<file path="src/rtl/uart_pkg.sv">
`default_nettype none
// ============================================================================
// Module      : uart_pkg
// Description : Shared constants, receiver state encoding and the
//               majority-of-three helper for the UART receive path.
// Revision    : 1.0 - initial release
// ============================================================================
package uart_pkg;

    // Receiver state encoding
    localparam logic [1:0] c_st_idle  = 2'd0;
    localparam logic [1:0] c_st_start = 2'd1;
    localparam logic [1:0] c_st_data  = 2'd2;
    localparam logic [1:0] c_st_stop  = 2'd3;

    // Default frame geometry: baud ticks per bit and data bits per frame
    localparam int c_oversample_def = 8;
    localparam int c_data_bits_def  = 8;

    // Majority of three samples; a single corrupted sample cannot flip the bit
    function automatic logic maj3(input logic a, input logic b, input logic c);
        return (a & b) | (a & c) | (b & c);
    endfunction

endpackage
`default_nettype wire

</file>
<file path="src/rtl/uart_rx_sync.sv">
`default_nettype none
// ============================================================================
// Module      : uart_rx_sync
// Description : Two-flop synchronisers for the serial line and the
//               oversampled baud clock, plus a rising-edge detector that
//               turns the baud clock into a one-cycle tick strobe.
// Revision    : 1.0 - initial release
// ============================================================================
module uart_rx_sync #(
    parameter logic RXD_RST_VAL  = 1'b1,
    parameter logic BAUD_RST_VAL = 1'b1,
    parameter logic HIST_RST_VAL = 1'b0
) (
    input  logic clk,
    input  logic rst,
    input  logic i_rxd,
    input  logic i_baud,
    output logic o_rxs,
    output logic o_tick
);

    logic [1:0] r_rxd_sync;
    logic [1:0] r_baud_sync;
    logic       r_baud_hist;

    // Capture both asynchronous inputs through two stages; keep one stage of baud history
    always_ff @(posedge clk) begin
        if (rst) begin
            r_rxd_sync  <= {2{RXD_RST_VAL}};
            r_baud_sync <= {2{BAUD_RST_VAL}};
            r_baud_hist <= HIST_RST_VAL;
        end else begin
            r_rxd_sync  <= {r_rxd_sync[0], i_rxd};
            r_baud_sync <= {r_baud_sync[0], i_baud};
            r_baud_hist <= r_baud_sync[1];
        end
    end

    assign o_rxs  = r_rxd_sync[1];
    assign o_tick = r_baud_sync[1] & ~r_baud_hist;

endmodule
`default_nettype wire

</file>
<file path="src/rtl/uart_rx.sv">
`default_nettype none
// ============================================================================
// Module      : uart_rx
// Description : 8N1 UART receiver. Detects the start bit, majority-votes
//               each bit around mid-bit, checks the stop bit and presents
//               the byte on a valid/ack holding register with frame-error
//               and overrun flags. All timing advances on baud ticks.
// Revision    : 1.0 - initial release
// ============================================================================
module uart_rx
    import uart_pkg::*;
#(
    parameter int OVERSAMPLE = c_oversample_def,
    parameter int DATA_BITS  = c_data_bits_def
) (
    input  logic                 sysClk,
    input  logic                 rst,
    input  logic                 baudClk,
    input  logic                 rxd,
    input  logic                 rxAck,
    output logic [DATA_BITS-1:0] rxData,
    output logic                 rxValid,
    output logic                 frameErr,
    output logic                 overrun,
    output logic                 rxBusy
);

    localparam int c_half   = OVERSAMPLE / 2;
    localparam int c_tcnt_w = $clog2(OVERSAMPLE);
    localparam int c_bcnt_w = (DATA_BITS > 1) ? $clog2(DATA_BITS) : 1;

    // Sample points straddle mid-bit; the vote is taken on the last one
    localparam logic [c_tcnt_w-1:0] c_samp_lo   = c_tcnt_w'(c_half - 1);
    localparam logic [c_tcnt_w-1:0] c_samp_mid  = c_tcnt_w'(c_half);
    localparam logic [c_tcnt_w-1:0] c_samp_hi   = c_tcnt_w'(c_half + 1);
    localparam logic [c_tcnt_w-1:0] c_tcnt_last = c_tcnt_w'(OVERSAMPLE - 1);
    localparam logic [c_tcnt_w-1:0] c_tcnt_one  = c_tcnt_w'(1);
    localparam logic [c_bcnt_w-1:0] c_bcnt_last = c_bcnt_w'(DATA_BITS - 1);
    localparam logic [c_bcnt_w-1:0] c_bcnt_one  = c_bcnt_w'(1);

    logic w_rxs;
    logic w_tick;

    uart_rx_sync #(
        .RXD_RST_VAL  (1'b1),
        .BAUD_RST_VAL (1'b1),
        .HIST_RST_VAL (1'b0)
    ) u_sync (
        .clk    (sysClk),
        .rst    (rst),
        .i_rxd  (rxd),
        .i_baud (baudClk),
        .o_rxs  (w_rxs),
        .o_tick (w_tick)
    );

    logic [1:0]           r_state;
    logic [c_tcnt_w-1:0]  r_tcnt;
    logic [c_bcnt_w-1:0]  r_bcnt;
    logic [DATA_BITS-1:0] r_shreg;
    logic [1:0]           r_samp;
    logic                 r_armed;

    logic [1:0]           w_state_nxt;
    logic [c_tcnt_w-1:0]  w_tcnt_nxt;
    logic [c_bcnt_w-1:0]  w_bcnt_nxt;
    logic [DATA_BITS-1:0] w_shreg_nxt;
    logic [1:0]           w_samp_nxt;
    logic                 w_armed_nxt;
    logic                 w_frame_done;

    logic [DATA_BITS-1:0] r_rx_data;
    logic                 r_rx_valid;
    logic                 r_frame_err;
    logic                 r_overrun;

    // Vote uses the two stored samples plus the live third one
    logic w_vote;
    logic w_decide;
    logic w_wrap;
    assign w_vote   = maj3(r_samp[1], r_samp[0], w_rxs);
    assign w_decide = (r_tcnt == c_samp_hi);
    assign w_wrap   = (r_tcnt == c_tcnt_last);

    // Next-state logic for the bit-timing FSM; nothing moves except on a tick
    always_comb begin
        w_state_nxt  = r_state;
        w_tcnt_nxt   = r_tcnt;
        w_bcnt_nxt   = r_bcnt;
        w_shreg_nxt  = r_shreg;
        w_samp_nxt   = r_samp;
        w_armed_nxt  = r_armed;
        w_frame_done = 1'b0;

        if (w_tick) begin
            if (r_state == c_st_idle) begin
                // A start needs the line to have been seen high first, so a
                // held-low break yields one frame rather than a stream
                if (w_rxs) begin
                    w_armed_nxt = 1'b1;
                end else if (r_armed) begin
                    w_armed_nxt = 1'b0;
                    w_tcnt_nxt  = c_tcnt_one;
                    w_state_nxt = c_st_start;
                end
            end else begin
                w_tcnt_nxt = w_wrap ? '0 : (r_tcnt + c_tcnt_one);
                if (r_tcnt == c_samp_lo) begin
                    w_samp_nxt[1] = w_rxs;
                end
                if (r_tcnt == c_samp_mid) begin
                    w_samp_nxt[0] = w_rxs;
                end

                case (r_state)
                    c_st_start: begin
                        if (w_decide && w_vote) begin
                            // Line came back high: treat as a glitch
                            w_state_nxt = c_st_idle;
                            w_tcnt_nxt  = '0;
                        end else if (w_wrap) begin
                            w_state_nxt = c_st_data;
                            w_bcnt_nxt  = '0;
                        end
                    end
                    c_st_data: begin
                        if (w_decide) begin
                            w_shreg_nxt[r_bcnt] = w_vote;
                        end
                        if (w_wrap) begin
                            if (r_bcnt == c_bcnt_last) begin
                                w_state_nxt = c_st_stop;
                            end else begin
                                w_bcnt_nxt = r_bcnt + c_bcnt_one;
                            end
                        end
                    end
                    c_st_stop: begin
                        // Finish at mid stop bit so the next start edge is never missed
                        if (w_decide) begin
                            w_frame_done = 1'b1;
                            w_state_nxt  = c_st_idle;
                            w_tcnt_nxt   = '0;
                        end
                    end
                    default: begin
                        w_state_nxt = c_st_idle;
                    end
                endcase
            end
        end
    end

    // Bit-timing FSM registers
    always_ff @(posedge sysClk) begin
        if (rst) begin
            r_state <= c_st_idle;
            r_tcnt  <= '0;
            r_bcnt  <= '0;
            r_shreg <= '0;
            r_samp  <= '0;
            r_armed <= 1'b0;
        end else begin
            r_state <= w_state_nxt;
            r_tcnt  <= w_tcnt_nxt;
            r_bcnt  <= w_bcnt_nxt;
            r_shreg <= w_shreg_nxt;
            r_samp  <= w_samp_nxt;
            r_armed <= w_armed_nxt;
        end
    end

    // Host holding register: a completing frame takes priority over an ack
    always_ff @(posedge sysClk) begin
        if (rst) begin
            r_rx_data   <= '0;
            r_rx_valid  <= 1'b0;
            r_frame_err <= 1'b0;
            r_overrun   <= 1'b0;
        end else if (w_frame_done) begin
            r_rx_data   <= r_shreg;
            r_rx_valid  <= 1'b1;
            r_frame_err <= ~w_vote;
            r_overrun   <= r_rx_valid & ~rxAck;
        end else if (rxAck && r_rx_valid) begin
            r_rx_valid  <= 1'b0;
            r_frame_err <= 1'b0;
            r_overrun   <= 1'b0;
        end
    end

    assign rxData   = r_rx_data;
    assign rxValid  = r_rx_valid;
    assign frameErr = r_frame_err;
    assign overrun  = r_overrun;
    assign rxBusy   = (r_state != c_st_idle);

endmodule
`default_nettype wire

</file>
<file path="config.mk">
export PLATFORM = sky130hd
export DESIGN_NAME = uart_rx
export DESIGN_NICKNAME = d
export VERILOG_FILES = /design/src/rtl/uart_pkg.sv /design/src/rtl/uart_rx_sync.sv /design/src/rtl/uart_rx.sv
export SDC_FILE = /design/constraint.sdc
export NUM_CORES = 1
export LEC_CHECK = 0
export BUFFER_PORTS_ARGS = -buffer_cell sky130_fd_sc_hd__buf_2
export CORE_MARGIN = 4
export CORE_UTILIZATION = 54
export CTS_CLUSTER_SIZE = 14
export DETAILED_ROUTE_END_ITERATION = 12
export HOLD_SLACK_MARGIN = 0.06
export MAX_ROUTING_LAYER = met4
export PLACE_DENSITY = 0.86
export SLEW_MARGIN = 25
export SYNTH_ARGS = -nofsm -noshare
export SYNTH_HDL_FRONTEND = slang
export SYNTH_SLANG_ARGS = --single-unit
</file>
<file path="constraint.sdc">
create_clock -name sysClk -period 1.89 [get_ports sysClk]
set_input_delay 0.0945 -clock sysClk [delete_from_list [all_inputs] [get_ports sysClk]]
set_output_delay 0.0945 -clock sysClk [all_outputs]
set_load 0.005 [all_outputs]
</file>
# Yosys cells after proc, flatten, opt, wreduce, memory -nomap -nowiden
# Cells that the tools add are included.
classes:
  bitwise_logic: 11
  muxes: 33
  reduce_logical: 14
  addsub: 2
  magnitude_cmp: 2
  n_eq_ne: 18
ops:
  columns: ["cell", "n"]
  rows:
  - ["two-way mux 3 bit", 10]
  - ["two-way mux 2 bit", 8]
  - ["AND reduction 7 bit", 2]
  - ["== test 3 bit (second input constant)", 4]
  - ["inequality test 2 bit (second input constant)", 6]
  - ["case mux 3 bit (2 select lines)", 2]
  - ["two-way mux 1 bit", 10]
  - ["inequality test 3 bit (second input constant)", 3]
  - ["AND reduction 3 bit", 3]
  - ["bitwise mux 8 bit", 1]
  - ["adder 3 x 1 -> 3 bit (second input constant)", 2]
  - ["case mux 2 bit (3 select lines)", 1]
  - ["nonzero test 2 bit", 3]
  - ["AND 1 bit", 5]
  - ["== test 2 bit (second input constant)", 2]
  - ["less-than comparator 3 x 4 -> 1 bit (second input constant)", 1]
  - ["inequality test 4 bit (second input constant)", 1]
  - ["inverter 1 bit", 4]
  - ["AND reduction 4 bit", 1]
  - ["demux 1 bit (select 3 bit)", 1]
  - ["== test 3 x 2 -> 1 bit (second input constant)", 1]
  - ["greater-or-equal comparator 3 x 1 -> 1 bit (second input constant)", 1]
  - ["logical AND 1 bit", 3]
  - ["== test 2 x 1 -> 1 bit (second input constant)", 1]
  - ["3 further kinds", 4]
totals:
  inputBits: 5
  wordCells: 94
  ff_bits: 35
  output_inout_bits: 12

# Logic depth before layout (Yosys ltp)
depth:
  word_depth: 7
  mapped_depth: 8
  ltp_nobuf: 7

# Hierarchy
# A second synthesis with hierarchy kept.
unflattened:
  cells_unflattened: 191
  hier_area_um2: 1706.6
modules_own_cells:
  columns: ["module", "n_inst", "area_each_um2", "cells_per_inst"]
  rows:
  - ["uart_rx", 1, 1569.0, 180]
  - ["uart_rx_sync", 1, 137.6, 11]

# Worst setup path after synthesis
# Ideal clock, no wire load.
synth_path:
  kind: "register to register"
  from: "reg r_state[0]"
  to: "reg r_state[1]"
  setup_time_ps: 71
  t_required_ps: 1819
  slack_ps: 232
  arrival_ps: 1587
  n_path_buf: 1
  stages_incl_launch_ff: 8
  cell_sequence: "dfxtp_1 > inv_1 > ha_1 > clkbuf_2 > a21oi_1 > o21ai_1 > a2111o_1 > a21oi_1"
synth_via:
  elab_chain_cells: 3
  word_cells_on_any_way: 13
  cone_classes: "eq/ne: 9; mux: 2; reduce/logical: 2"
synth_rtl:
  columns: ["element", "line_no", "text"]
  rows:
  - ["start, declared", "uart_rx.sv:57", "logic [1:0] r_state;"]
  - ["start signal, assigned", "uart_rx.sv:157", "r_state <= c_st_idle;"]
  - ["start signal, assigned", "uart_rx.sv:164", "r_state <= w_state_nxt;"]
  - ["== test 2 x 1 -> 1 bit (tied with other cells)", "uart_rx.sv:115", "case (r_state)"]
  - ["inequality test 4 bit (no source line) (tied with other cells)", null, null]
  - ["AND reduction 7 bit (no source line) / two-way mux 2 bit (equally long branches)", null, null]
# Several ways; a longest one is shown, not always the timed one.
# A chain may end at the register's enable or synchronous reset.

# Worst setup path in the final report
layout_path:
  from: "reg r_state[0]"
  to: "reg r_bcnt[2]"
layout_via:
  elab_chain_cells: 3
  word_cells_on_any_way: 11
  cone_classes: "eq/ne: 6; mux: 1; bitwise: 1; reduce/logical: 3"
layout_rtl:
  columns: ["element", "line_no", "text"]
  rows:
  - ["== test 2 bit (tied with other cells)", "uart_rx.sv:115", null]
  - ["inequality test 2 bit (no source line) (tied with other cells)", null, null]
  - ["AND reduction 7 bit (no source line)", null, null]
  - ["end signal, assigned", "uart_rx.sv:166", "r_bcnt <= w_bcnt_nxt;"]
  - ["end, declared", "uart_rx.sv:59", "logic [c_bcnt_w-1:0] r_bcnt;"]
# Several ways; a longest one is shown, not always the timed one.

==> summary.txt <==
Worst setup path
  • Crit path capture type: flip-flop
  • CP arrival: roughly 2.1 ns
  • Worst setup SP type: flip-flop
  • CP max FO: 7
  • Required @ worst endpoint: about 2.2 ns
  • Crit Path Class: flip-flop to flip-flop

Clock network
  • Skew-Pair Late Insertion Delay: roughly 0.34 ns
  • Clock Sink Count: 35
  • TritonCTS Buffers: 5
  • Clock slew at reported path FFs: ~0.11 ns
  • Clock H-tree levels: 2
  • Clock Tree Buf Depth: 2
  • CTS tree: done
  • Root Buffer: clkbuf_4

Finish
  • Share of cells above drive strength 1: between 20% and 30%
  • Final #Nets: between 200 and 250
  • P&R area growth vs syn: 16.2%
  • Final Cell Area: roughly 1900 sq um
  • # diodes: 0
  • Filler Cell Count: between 200 and 250

Detailed routing
  • Max layer used: met4
  • Post-route ant nets: 0
  • WL met3: ~130 um
  • Met2 WL: 1730 um
  • DRC errors left: 0
  • M1 WL: about 1500 um
  • Drt wl/cell: approximately 15 um
  • Drt via density: 5.55
  • Iteration count of the initial detailed-routing pass: 4
  • Drt first-iter violations: 34
  • Vias post-DR: 1294
  • Total Wirelength: around 3400 um

GRT
  • GR Overflow Total: 0
  • First-pass GRT wire length: slightly below 6000 um
  • Largest net degree at the start of global routing: 38
  • Vias in the first global route: 1310
  • Tot GR Track Use: between 10% and 20%
  • Initial antenna violation count: 0

STA
  • Crit path time final: approximately 1.8 ns
  • Worst-Margin Slew: 0.623 ns
  • Slew headroom: 58.4%
  • Final Hold Violating Endpoints: 0
  • Pins Over Slew Limit: 0
  • # setup viols final: 0
  • Clock skew: between 0.006 and 0.007 ns
  • Period utilization: roughly 94%
  • Setup TNS: 0 ns
  • Fmax: about 0.56 GHz
  • Final Worst Setup Slack: 0.106 ns

Synth
  • Sequential-to-total area share from yosys stat: roughly 43%
  • Synth async-reset ratio: 0%
  • Synth Cell Area: about 1600 sq um
  • Synth Flop Type: dfxtp_1
  • Cells after Synth: between 150 and 200
  • Avg Cell Area, Syn: around 9.3 sq um
  • Synth cell types: 38
  • Post-synth EDFFs: 0
  • FF+latch count, synth: 35
  • YS warnings: 0
  • Post-Syn Nets: about 190

Hold path
  • Hold Path Class: primary input to flip-flop

Status
  • Outcome: complete, no violations

Run
  • Max-Cap Viols: 0

Place
  • DP Worst Slack: -0.00851 ns
  • PortBufs: 16
  • GP Congestion: 0.881
  • Post-DP HPWL: between 2000 and 2500 um
  • DP Area: 1760 sq um

Floorplan
  • IO Count: 17
  • Die X: about 63 um
  • Die span in y: about 63 um
  • Initial Utilization: between 50 and 60%
  • Row cnt: 19
  • Die ar.: approximately 4000 sq um
  • Core Area: 2830 sq um

Power
  • Maximum VDD drop: roughly 0.00067 V
  • Pwr/cell area: ~700 nW/um^2
  • P_leak: 0.829 nW
==> where the power goes <==
group	internal (mW)	total [mW]	leakage [nW]	switching, mW
Combinational	0.0226	0.0546	0.498	0.0319
Clock	0.278	0.536	0.0452	0.257
Sequential	0.746	0.752	0.285	0.00679
==> timing repair <==
item / CTS / global route
hold buffers: 3 / 0
endpoints found under the hold margin: 4 / 0
endpoints found under the setup margin: 2 / 5
gates resized for setup: 2 / 5
pin swaps: 0 / 2
buffers inserted: 0 / 3
==> layer usage <==
metal | vias up | track usage [%]
met5 | - | -
met3 | 10 | 5.86
li1 | 656 | -
met1 | 603 | 20.2
met2 | 25 | 32.5
met4 | 0 | 8.36
==> synthesized netlist by cell type, drive strengths merged (2+ instances only) <==
master	n	area [sq um]
dfxtp	35	701
nor2	25	93.8
mux2i	18	180
nand2	14	52.6
ha	11	138
a21oi	10	50.1
clkbuf	7	27.5
inv	7	26.3
nand3	6	30.0
or2	6	37.5
o21ai	5	25.0
nand2b	4	25.0
nand3b	3	22.5
nor2b	3	18.8
a211oi	2	20.0
buf	2	10.0
nor3	2	15.0
nor3b	2	25.0
o32ai	2	17.5
==> cells by family (layout without fill, tap and decap cells) <==
| family | Yosys count | after routing | share of synthesized area (%) |
|---|---|---|---|
| and+or+nand+nor | 69 | 69 | 22.3 |
| muxes | 18 | 18 | 11.0 |
| DFF | 35 | 35 | 42.6 |
| adders and majority gates | 12 | 12 | 9.06 |
| AOI/OAI and AO/OA | 27 | 27 | 11.2 |
| buffers and inverters | 16 | 41 | 3.88 |
==> placed cells by master, fill, tap and decap left out, types with 2 or more instances in the layout <==
master	synthesis	routed
buf_4	0	7
nand2_1	14	14
nand2b_1	4	4
nor2b_1	3	3
or2_1	5	5
mux2i_1	18	18
nor3b_2	2	2
inv_1	5	5
nand3_1	6	6
o21ai_1	4	4
o32ai_1	2	2
nor2_1	25	25
dlygate4sd3_1	0	3
buf_2	2	16
inv_2	2	2
nand3b_1	3	3
a21oi_1	10	10
dfxtp_2	0	2
ha_1	11	9
dfxtp_1	35	32
clkbuf_4	0	5
==> final timing paths <==
| kind | depth (start not counted) | start | endpoint | slack (ns) |
|---|---|---|---|---|
| min reg2reg | 1 | u_sync.r_baud_sync[0]$_SDFF_PP1_ | u_sync.r_baud_sync[1]$_SDFF_PP1_ | 0.42 |
| max reg2reg | 7 | r_state[0]$_SDFFE_PP0P_ | r_bcnt[2]$_SDFFE_PP0P_ | 0.11 |
| max | 7 | r_state[0]$_SDFFE_PP0P_ | r_bcnt[2]$_SDFFE_PP0P_ | 0.11 |
| min | 2 | rst | r_samp[0]$_SDFFE_PP0P_ | 0.25 |
==> through the flow <==
step                power, mW  hold WS [ns]  utilization (%)  instances
floorplan               0.802         0.192                -        177
finish                   1.34         0.251             67.5        233
global route             1.40         0.254             67.5        233
detailed placement      0.819         0.277             62.1        219
global placement        0.814         0.270             62.1        219
CTS                      1.35         0.247             66.1        230
==> state kept, by name, summed over array words and instances, names as in the netlist, 2 cells and up <==
register and flops:
r_shreg 8, rxData 8, r_bcnt 3, r_tcnt 3, r_samp 2, r_state 2, u_sync.r_baud_sync 2, u_sync.r_rxd_sync 2
==> final cells by class <==
class	instances	area [sq um]	share of cell area, %
inverter	7	26.3	1.38
tap	31	38.8	2.03
sequential	35	707	37.0
clock buffer	5	37.5	1.96
timing repair buffer	26	163	8.51
clock inverter	3	43.8	2.29
multi-input combinational	126	895	46.8
==> worst max-delay path, stage by stage (launching register included) <==
cell and delay [ns]:
dfxtp_2 0.37, inv_1 0.07, ha_1 0.26, inv_2 0.16, o2111ai_1 0.18, a31o_2 0.29
or2_0 0.25, a21oi_1 0.14
Note: power is estimated with default switching activity, not from simulation.
